<file path="src/rtl/scaler_h_ctrl.sv">
// Frame-synchronous front-end for scaler_h: range-checked step register applied only in
// vertical blanking, whole-frame stream gating, and input geometry measurement.
module scaler_h_ctrl #(
    parameter logic [15:0] STEP       = 16'd4096,
    parameter logic [15:0] STEP_MIN   = 16'd1024,
    parameter logic [15:0] STEP_MAX   = 16'd16383,
    parameter int          DATA_WIDTH = 8,
    parameter int          CNT_WIDTH  = 16
) (
    input  logic                  clk,
    input  logic                  rst,
    input  logic [15:0]           cfg_step_i,
    input  logic                  cfg_wr_i,
    input  logic                  cfg_en_i,
    input  logic                  cfg_clr_i,
    input  logic [DATA_WIDTH-1:0] di_i,
    input  logic                  de_i,
    input  logic                  hs_i,
    input  logic                  vs_i,
    output logic [15:0]           scale_step_o,
    output logic [DATA_WIDTH-1:0] do_o,
    output logic                  de_o,
    output logic                  hs_o,
    output logic                  vs_o,
    output logic                  busy_o,
    output logic                  pend_o,
    output logic [CNT_WIDTH-1:0]  line_len_o,
    output logic [CNT_WIDTH-1:0]  frame_h_o,
    output logic [CNT_WIDTH-1:0]  frame_cnt_o,
    output logic                  err_step_o,
    output logic                  err_line_o
);

    typedef enum logic [1:0] {IDLE = 2'd0, WAIT_VS = 2'd1, RUN = 2'd2} state_t;

    localparam logic [CNT_WIDTH-1:0] CNT_ZERO = {CNT_WIDTH{1'b0}};
    localparam logic [CNT_WIDTH-1:0] CNT_ONE  = {{(CNT_WIDTH-1){1'b0}}, 1'b1};
    localparam logic [CNT_WIDTH-1:0] CNT_MAX  = {CNT_WIDTH{1'b1}};

    function automatic logic [CNT_WIDTH-1:0] sat_inc(input logic [CNT_WIDTH-1:0] v);
        return (v == CNT_MAX) ? v : v + CNT_ONE;
    endfunction

    state_t                  state_q, state_d;
    logic [15:0]             step_q, step_d, pend_val_q, pend_val_d;
    logic                    pend_q, pend_d, err_step_q, err_step_d, err_line_q, err_line_d;
    logic [DATA_WIDTH-1:0]   do_q, do_d;
    logic                    de_q, de_d, hs_q, hs_d, vs_q, vs_d, busy_q, busy_d;
    logic                    hs_prev_q, vs_prev_q, ref_vld_q, ref_vld_d;
    logic [CNT_WIDTH-1:0]    pix_q, pix_d, line_cnt_q, line_cnt_d, line_len_q, line_len_d;
    logic [CNT_WIDTH-1:0]    frame_h_q, frame_h_d, frame_cnt_q, frame_cnt_d, ref_len_q, ref_len_d;
    logic                    step_ok_s, apply_s, hs_rise_s, vs_rise_s, line_end_s, line_err_s;
    logic [CNT_WIDTH-1:0]    line_cnt_tmp_s;

    // Frame-gating state machine: enable changes only take effect in blanking
    always_comb begin
        state_d = state_q;
        case (state_q)
            IDLE:    if (cfg_en_i) state_d = WAIT_VS; else state_d = IDLE;
            WAIT_VS: if (!cfg_en_i) state_d = IDLE;
                     else if (vs_i) state_d = RUN;
                     else state_d = WAIT_VS;
            RUN:     if (vs_i && !cfg_en_i) state_d = IDLE; else state_d = RUN;
            default: state_d = IDLE;
        endcase
        busy_d = (state_d == RUN);
    end

    // Step configuration: the pending value moves to the scaler only during blanking
    always_comb begin
        step_ok_s  = (cfg_step_i >= STEP_MIN) && (cfg_step_i <= STEP_MAX);
        apply_s    = vs_i && pend_q;
        step_d     = step_q;
        pend_d     = pend_q;
        pend_val_d = pend_val_q;
        if (apply_s) begin
            step_d = pend_val_q;
            pend_d = 1'b0;
        end else begin
            step_d = step_q;
        end
        if (cfg_wr_i && step_ok_s) begin
            pend_val_d = cfg_step_i;
            pend_d     = 1'b1;
        end else begin
            pend_val_d = pend_val_q;
        end
        if (cfg_wr_i && !step_ok_s) err_step_d = 1'b1;
        else if (cfg_clr_i)         err_step_d = 1'b0;
        else                        err_step_d = err_step_q;
    end

    // Video gating: a one-cycle copy while running, idle levels otherwise
    always_comb begin
        do_d = do_q;
        de_d = 1'b0;
        hs_d = 1'b1;
        vs_d = 1'b1;
        if (state_q == RUN) begin
            do_d = di_i;
            de_d = de_i;
            hs_d = hs_i;
            vs_d = vs_i;
        end else begin
            do_d = do_q;
        end
    end

    // Geometry measurement and line-length consistency check
    always_comb begin
        hs_rise_s  = hs_i && !hs_prev_q;
        vs_rise_s  = vs_i && !vs_prev_q;
        line_end_s = hs_rise_s && (pix_q != CNT_ZERO);
        line_err_s = 1'b0;
        ref_len_d  = ref_len_q;
        ref_vld_d  = ref_vld_q;
        if (line_end_s)  pix_d = de_i ? CNT_ONE : CNT_ZERO;
        else if (de_i)   pix_d = sat_inc(pix_q);
        else             pix_d = pix_q;
        line_len_d     = line_end_s ? pix_q : line_len_q;
        line_cnt_tmp_s = line_end_s ? sat_inc(line_cnt_q) : line_cnt_q;
        if (line_end_s && !ref_vld_q) begin
            ref_len_d = pix_q;
            ref_vld_d = 1'b1;
        end else if (line_end_s && (pix_q != ref_len_q)) begin
            line_err_s = 1'b1;
        end else begin
            line_err_s = 1'b0;
        end
        // A line closing on the vs edge is already folded into line_cnt_tmp_s
        if (vs_rise_s) begin
            frame_h_d   = line_cnt_tmp_s;
            line_cnt_d  = CNT_ZERO;
            frame_cnt_d = (state_q == RUN) ? frame_cnt_q + CNT_ONE : frame_cnt_q;
            ref_vld_d   = 1'b0;
        end else begin
            frame_h_d   = frame_h_q;
            line_cnt_d  = line_cnt_tmp_s;
            frame_cnt_d = frame_cnt_q;
        end
        if (line_err_s)     err_line_d = 1'b1;
        else if (cfg_clr_i) err_line_d = 1'b0;
        else                err_line_d = err_line_q;
    end

    // State and output registers
    always_ff @(posedge clk or negedge rst) begin
        if (!rst) begin
            state_q     <= IDLE;
            step_q      <= STEP;
            pend_val_q  <= STEP;
            pend_q      <= 1'b0;
            err_step_q  <= 1'b0;
            err_line_q  <= 1'b0;
            do_q        <= {DATA_WIDTH{1'b0}};
            de_q        <= 1'b0;
            hs_q        <= 1'b1;
            vs_q        <= 1'b1;
            busy_q      <= 1'b0;
            hs_prev_q   <= 1'b1;
            vs_prev_q   <= 1'b1;
            ref_vld_q   <= 1'b0;
            ref_len_q   <= CNT_ZERO;
            pix_q       <= CNT_ZERO;
            line_cnt_q  <= CNT_ZERO;
            line_len_q  <= CNT_ZERO;
            frame_h_q   <= CNT_ZERO;
            frame_cnt_q <= CNT_ZERO;
        end else begin
            state_q     <= state_d;
            step_q      <= step_d;
            pend_val_q  <= pend_val_d;
            pend_q      <= pend_d;
            err_step_q  <= err_step_d;
            err_line_q  <= err_line_d;
            do_q        <= do_d;
            de_q        <= de_d;
            hs_q        <= hs_d;
            vs_q        <= vs_d;
            busy_q      <= busy_d;
            hs_prev_q   <= hs_i;
            vs_prev_q   <= vs_i;
            ref_vld_q   <= ref_vld_d;
            ref_len_q   <= ref_len_d;
            pix_q       <= pix_d;
            line_cnt_q  <= line_cnt_d;
            line_len_q  <= line_len_d;
            frame_h_q   <= frame_h_d;
            frame_cnt_q <= frame_cnt_d;
        end
    end

    assign scale_step_o = step_q;
    assign do_o         = do_q;
    assign de_o         = de_q;
    assign hs_o         = hs_q;
    assign vs_o         = vs_q;
    assign busy_o       = busy_q;
    assign pend_o       = pend_q;
    assign line_len_o   = line_len_q;
    assign frame_h_o    = frame_h_q;
    assign frame_cnt_o  = frame_cnt_q;
    assign err_step_o   = err_step_q;
    assign err_line_o   = err_line_q;

endmodule

</file>
<file path="config.mk">
export PLATFORM = sky130hd
export DESIGN_NAME = scaler_h_ctrl
export DESIGN_NICKNAME = d
export VERILOG_FILES = /design/src/rtl/scaler_h_ctrl.sv
export SDC_FILE = /design/constraint.sdc
export NUM_CORES = 1
export LEC_CHECK = 0
export BUFFER_PORTS_ARGS = -buffer_cell sky130_fd_sc_hd__clkbuf_2
export CAP_MARGIN = 25
export CORE_ASPECT_RATIO = 0.8
export CORE_UTILIZATION = 53
export CTS_BUF_LIST = sky130_fd_sc_hd__clkbuf_8
export DETAILED_ROUTE_END_ITERATION = 10
export GPL_TIMING_DRIVEN = 0
export PLACE_DENSITY = 0.79
export SYNTH_ARGS = -nofsm -noshare
export SYNTH_HDL_FRONTEND = slang
export SYNTH_SLANG_ARGS = --single-unit
</file>
<file path="constraint.sdc">
create_clock -name clk -period 2.52 [get_ports clk]
set_input_delay 0.126 -clock clk [delete_from_list [all_inputs] [get_ports clk]]
set_output_delay 0.126 -clock clk [all_outputs]
set_load 0.01 [all_outputs]
</file>
Word-level counts from Yosys, hierarchy flattened
Index checks and enable logic that the tools add are counted.
{"block": "word_totals", "mem_count": 0, "word_cells": 80, "ram_bits": 0, "reg_bits": 148, "latch_bits": 0, "rom_bits": 0}
{"block": "op_classes", "n_mul": 0, "n_addsub": 3, "reduce_logical": 24, "shift": 0, "mux": 24, "eq_ne": 7, "n_lt_le_gt_ge": 2, "div_mod_pow": 0, "bitwise": 0}
{"op": "$mux 16", "count": 6}
{"op": "$add 16x1->16 const B", "count": 3}
{"op": "$eq 16x16->1 const B", "count": 2}
{"op": "$ge 16x11->1 const B", "count": 1}
{"op": "$le 16x14->1 const B", "count": 1}
{"op": "$ne 16x16->1", "count": 1}
{"op": "$reduce_bool 16->1", "count": 1}
{"op": "$mux 1", "count": 14}
{"op": "$logic_and 1x1->1", "count": 10}
{"op": "$reduce_bool 2->1", "count": 5}
{"op": "$mux 2", "count": 3}
{"op": "$pmux 2 s3", "count": 1}
{"op": "$logic_not 1->1", "count": 5}
{"op": "$eq 2x2->1 const B", "count": 2}
{"op": "$reduce_and 2->1", "count": 2}
{"op": "$eq 2x1->1 const B", "count": 1}
{"op": "$logic_not 2->1", "count": 1}
{"op": "$ne 2x2->1 const B", "count": 1}

Depth between registers and ports, before layout
{"block": "logic_depth", "ltp_word": 7, "depth_mapped": 9, "mapped_depth_nobuf": 6}

Least setup slack after synthesis
OpenSTA, ideal clock, no wires.
{"block": "synth_timing", "path_kind": "flip-flop to flip-flop", "start": "reg pix_q[0]", "end": "reg ref_len_q[0]", "period_less_slack_ps": 2333, "path_slack_ps": 187, "setup_time_ps": 125, "path_stages_with_launch": 8, "required_ps": 2395, "t_arrival_ps": 2208, "cell_sequence": "dfrtp_1 > inv_1 > ha_1 > or4b_4 > o41ai_4 > nor2_2 > buf_6 > mux2_2"}
{"block": "synth_between", "elab_chain_len": 3}
{"element": "from (decl)", "line": "50", "source": "logic [CNT_WIDTH-1:0] pix_q, pix_d, line_cnt_q, line_cnt_d, line_len_q, line_len_d;"}
{"element": "from (signal assigned)", "line": "185", "source": "pix_q <= pix_d;"}
{"element": "$reduce_bool 16->1", "line": "113", "source": "line_end_s = hs_rise_s && (pix_q != CNT_ZERO);"}
{"element": "$logic_and 1x1->1", "line": "113"}
{"element": "$logic_and 1x1->1", "line": "122", "source": "if (line_end_s && !ref_vld_q) begin"}
{"element": "to (signal assigned)", "line": "184", "source": "ref_len_q <= ref_len_d;"}
{"element": "to (decl)", "line": "51", "source": "logic [CNT_WIDTH-1:0] frame_h_q, frame_h_d, frame_cnt_q, frame_cnt_d, ref_len_q, ref_len_d;"}
Parallel ways exist; a longest one is shown, timed or not.
A chain may end at the register's enable or synchronous reset.

Worst setup path after layout
{"block": "layout_timing", "start": "reg pix_q[0]", "end": "reg frame_h_q[12] (netlist: frame_h_o[12])"}
{"block": "layout_between", "elab_chain_len": 3}
{"element": "$reduce_bool 16->1", "line": "113"}
{"element": "$logic_and 1x1->1", "line": "113"}
{"element": "$mux 16", "line": "121", "source": "line_cnt_tmp_s = line_end_s ? sat_inc(line_cnt_q) : line_cnt_q;"}
{"element": "to (signal assigned)", "line": "188", "source": "frame_h_q <= frame_h_d;"}
{"element": "to (decl)", "line": "51"}
Every way passes these cells.

==> out/results.md <==
| Stage | Quantity | Value |
|---|---|---|
| setup path | Crit Reg-Reg Startpoint | pix_q[0]$_DFFE_PN0P_ |
| power | Gate power share | 0.224 |
| power | Worst vdd rail ir drop | 0.552 mV |
| timing | Final setup violation count | 0 |
| yosys | Predominant post-synthesis flop cell | dfrtp_1 |
| yosys | Sequential-to-total area share from yosys stat | 0.569 |
| cells and area | Layout net count | 777 |
| floorplan | Overall die height | 101 µm |
| cells and area | Ant diodes | 0 |
| yosys | Syn Area/Cell | 11.3 µm² |
| timing | Worst Max-Slew Pin Slew | 0.720 ns |
| grt | Via count of the first global-routing pass | 5138 |
| grt | Global Route Usage Sum | 0.263 |
| cts | Clock buffer count from CTS | 17 |
| timing | Min cycle time layout | 2.46 ns |
| yosys | Leading cell types by total area after synthesis | dfrtp_1, mux2_2, nand2_1, xnor2_1, dfstp_2 |
| route | DR iter-0 viols | 388 |
| cells and area | Final Non-Filler Cells | 902 |
| job | Max Cap Viol | 0 |
| floorplan | Core outline area | 11700 µm² |
| timing | Final clock skew | 0.00998 ns |
| route | Number of optimization iterations in the first detailed-route pass | 7 |
| floorplan | Boundary Pins | 111 |
| route | Via count | 5175 |
| power | Switching part of the total | 0.308 |
| status | Outcome | finished clean |
| route | Drt wl/cell | 17.3 µm |
| placed design | Placement Setup Slack | -0.271 ns |
| yosys | Area share of the largest cell type after synthesis | 0.545 |
| placed design | Number of buffers added on ports | 110 |
| timing | Peak clock frequency supported by timing | 407 MHz |
| cells and area | Relative area change from synthesis to final layout | 24.3% |
| yosys | Cell types with the highest counts after synthesis | dfrtp_1, nand2_1, mux2_2 |
| setup path | Largest driver fanout on the critical path | 7 |
| cells and area | Number of filler instances in the final layout | 892 |
| yosys | Count of mapped cells out of synthesis | 578 |
| setup path | Critical path endpoint category | flop |
| yosys | #FFs+latches synth | 148 |
| power | Final Total Pwr | 6.44 mW |
| setup path | Path type of the worst setup path | reg2reg |
| floorplan | Overall die width | 126 µm |
| floorplan | Die outline area | 12700 µm² |
| timing | Final hold viol count | 0 |
| power | Clock network fraction of total power | 0.310 |
| route | Detailed-route vias per instance | 5.74 |
| route | Antenna-violating nets left | 0 |
| grt | Largest net degree at the start of global routing | 104 |
| timing | Worst setup slack after layout | 0.0627 ns |
| setup path | CP arrival | 2.80 ns |
| yosys | Largest area contributor in the synthesized netlist | dfrtp_1 |
| timing | Total negative setup slack | 0 ns |
| power | Cell-internal power | 4.46 mW |
| timing | Count of final max-slew check failures | 0 |
| grt | Total overflow reported by the global router | 0 |
| yosys | Number of enable flip-flop cells after synthesis | 0 |
| route | Total detailed-routing wirelength | 15600 µm |
| yosys | Post-Syn Area | 6520 µm² |
| timing | Worst Hold Margin | 0.171 ns |
| placed design | Detail Placement HPWL | 10600 µm |
| cts | Latest clock arrival within the worst-skew pair | 0.45 ns |
| setup path | Register-to-register path setup slack | 0.06 ns |
| yosys | Total of warnings raised by yosys | 0 |
| cts | Clk buf depth | 2 |
| yosys | Number of distinct library cell variants in the gate-level netlist after synthesis | 49 |
| yosys | Async set or reset register ratio after synthesis | 1.00 |
| setup path | Startpoint type of the worst setup path | flop |
| cts | Root Buffer | clkbuf_8 |
| cts | Clk sink count | 148 |
| cells and area | Share of final-layout standard cells stronger than drive strength 1 | 0.318 |
| cts | Clock tree from TritonCTS | built |
| setup path | End of the worst register-to-register path | frame_h_o[12]$_DFFE_PN0P_ |
| cts | Htree depth | 4 |
| power | Sequential share of power | 0.467 |
| cts | Clock transition at the registers of the reported paths | 0.09 ns |
| grt | Initial antenna violation count | 0 |
| cells and area | Post-route standard cell area excluding fillers | 8100 µm² |
| cells and area | Final Core Density | 0.690 |
| placed design | GP Congestion | 0.889 |
| hold path | Worst Hold Class | in2async |
| route | Remaining DRCs | 0 |
| placed design | Cell count after placement | 837 |
| grt | First-pass GRT wire length | 25900 µm |
| timing | Portion of the clock cycle consumed by the worst path in the final layout | 0.975 |
| placed design | Post-DP Area | 7290 µm² |
| setup path | Depth of the worst register-to-register path | 7 |
| power | Switching power total | 1.99 mW |
| yosys | Library cell with the highest instance count after synthesis | dfrtp_1 |
| floorplan | Count of standard-cell rows | 35 |
| timing | Slew margin rel. | 0.515 |
| power | Power per cell area | 795 nW/µm² |
| power | Static leakage | 3.83 nW |
| setup path | Critical path data required time | 2.86 ns |
| yosys | Total nets after synthesis | 614 |
| floorplan | Initial Utilization | 0.555 |
[sequential cells by signal, summed over array words and instances (netlist names), 2 cells and up]
signal and count:
line_cnt_q 16, ref_len_q 16, do_o 8, state_q 2
pend_val_q 16, line_len_o 16, pix_q 16, frame_h_o 16
frame_cnt_o 16, scale_step_o 16
[layout make-up]
type / count / area, µm² / share of cell area
Sequential cell: 148 / 3710 / 0.458
Multi-Input combinational cell: 379 / 2610 / 0.322
Timing Repair Buffer: 148 / 937 / 0.116
Clock buffer: 17 / 234 / 0.0289
Clock inverter: 15 / 195 / 0.0241
Tap cell: 148 / 185 / 0.0229
Buffer: 33 / 174 / 0.0215
Inverter: 14 / 52.6 / 0.00649
[critical path, stage by stage, from the launching register on]
cell and delay, ns:
dfrtp_2 0.47, inv_1 0.10, ha_1 0.15, or4b_4 0.50, o41a_1 0.52, buf_4 0.19
and4_1 0.19, o31ai_1 0.23
[power groups by stage]
stage                     Clock [mW]  Combinational, mW  Sequential (mW)
after global placement             0               1.28             3.02
after CTS                       2.03               1.38             3.00
after global routing            2.14               1.57             3.06
after floorplan                    0              0.684             3.12
final                           2.00               1.44             3.01
after detailed placement           0               1.33             3.05
[kinds of logic (layout without fill, tap and decap cells)]
family,after synthesis,in the layout,synth area share
buffers and inverters,51,227,0.0363
xor gates and xnor gates,31,31,0.0417
and+or+nand+nor,205,205,0.164
muxes,57,57,0.0981
AOI/OAI and AO/OA,82,82,0.0826
adders and majority gates,4,4,0.00768
DFF,148,148,0.569
[layout by cell type (no fill, tap or decap), types with 5 or more instances in the layout]
master and n:
dfrtp_1 140, clkbuf_2 112, nand2_1 70, mux2_2 55, dlygate4sd3_1 29, nor2_1 23
a21oi_1 23, nand4_1 21, xnor2_1 21, clkbuf_1 18, clkbuf_8 18, nand3_1 16
or4_1 15, o31ai_1 15, inv_1 14, o21ai_0 13, a31oi_1 13, nor3_1 12
or3_1 10, xor2_1 10, buf_4 9, and3_1 7, dfstp_2 6, buf_6 5
and4_1 5
[what timing repair did]
action                                  in CTS  in global routing
hold buffers                                29                  0
resized for setup                            4                  8
buffers inserted                             1                  7
pin swaps                                    1                  2
endpoints found under the setup margin      56                 41
endpoints found under the hold margin       79                  0
[how the worst max path moves through the flow]
stage / startpoint / endpoint / slack [ns] / cells after the start
6_report: pix_q[0]$_DFFE_PN0P_ / frame_h_o[12]$_DFFE_PN0P_ / 0.06 / 7
3_5_place_dp: line_cnt_q[0]$_DFF_PN0_ / frame_h_o[5]$_DFFE_PN0P_ / -0.27 / 7
3_3_place_gp: rst / do_o[2]$_DFFE_PN0N_ / -0.97 / 1
5_1_grt: pix_q[1]$_DFFE_PN0P_ / frame_h_o[12]$_DFFE_PN0P_ / -0.02 / 7
4_1_cts: line_cnt_q[0]$_DFF_PN0_ / line_cnt_q[5]$_DFF_PN0_ / 0.01 / 7
2_1_floorplan: pix_q[0]$_DFFE_PN0P_ / ref_len_q[0]$_DFFE_PN0P_ / 0.19 / 7
[routing by layer]
layer  up-vias  track usage  wire [µm]
met4         0       0.0899        233
met1      2563        0.355       6810
met3        22       0.0718       1110
met2       197        0.415       7430
met5         -            0          0
li1       2393            -          -
Note: power is estimated with default switching activity, not from simulation.
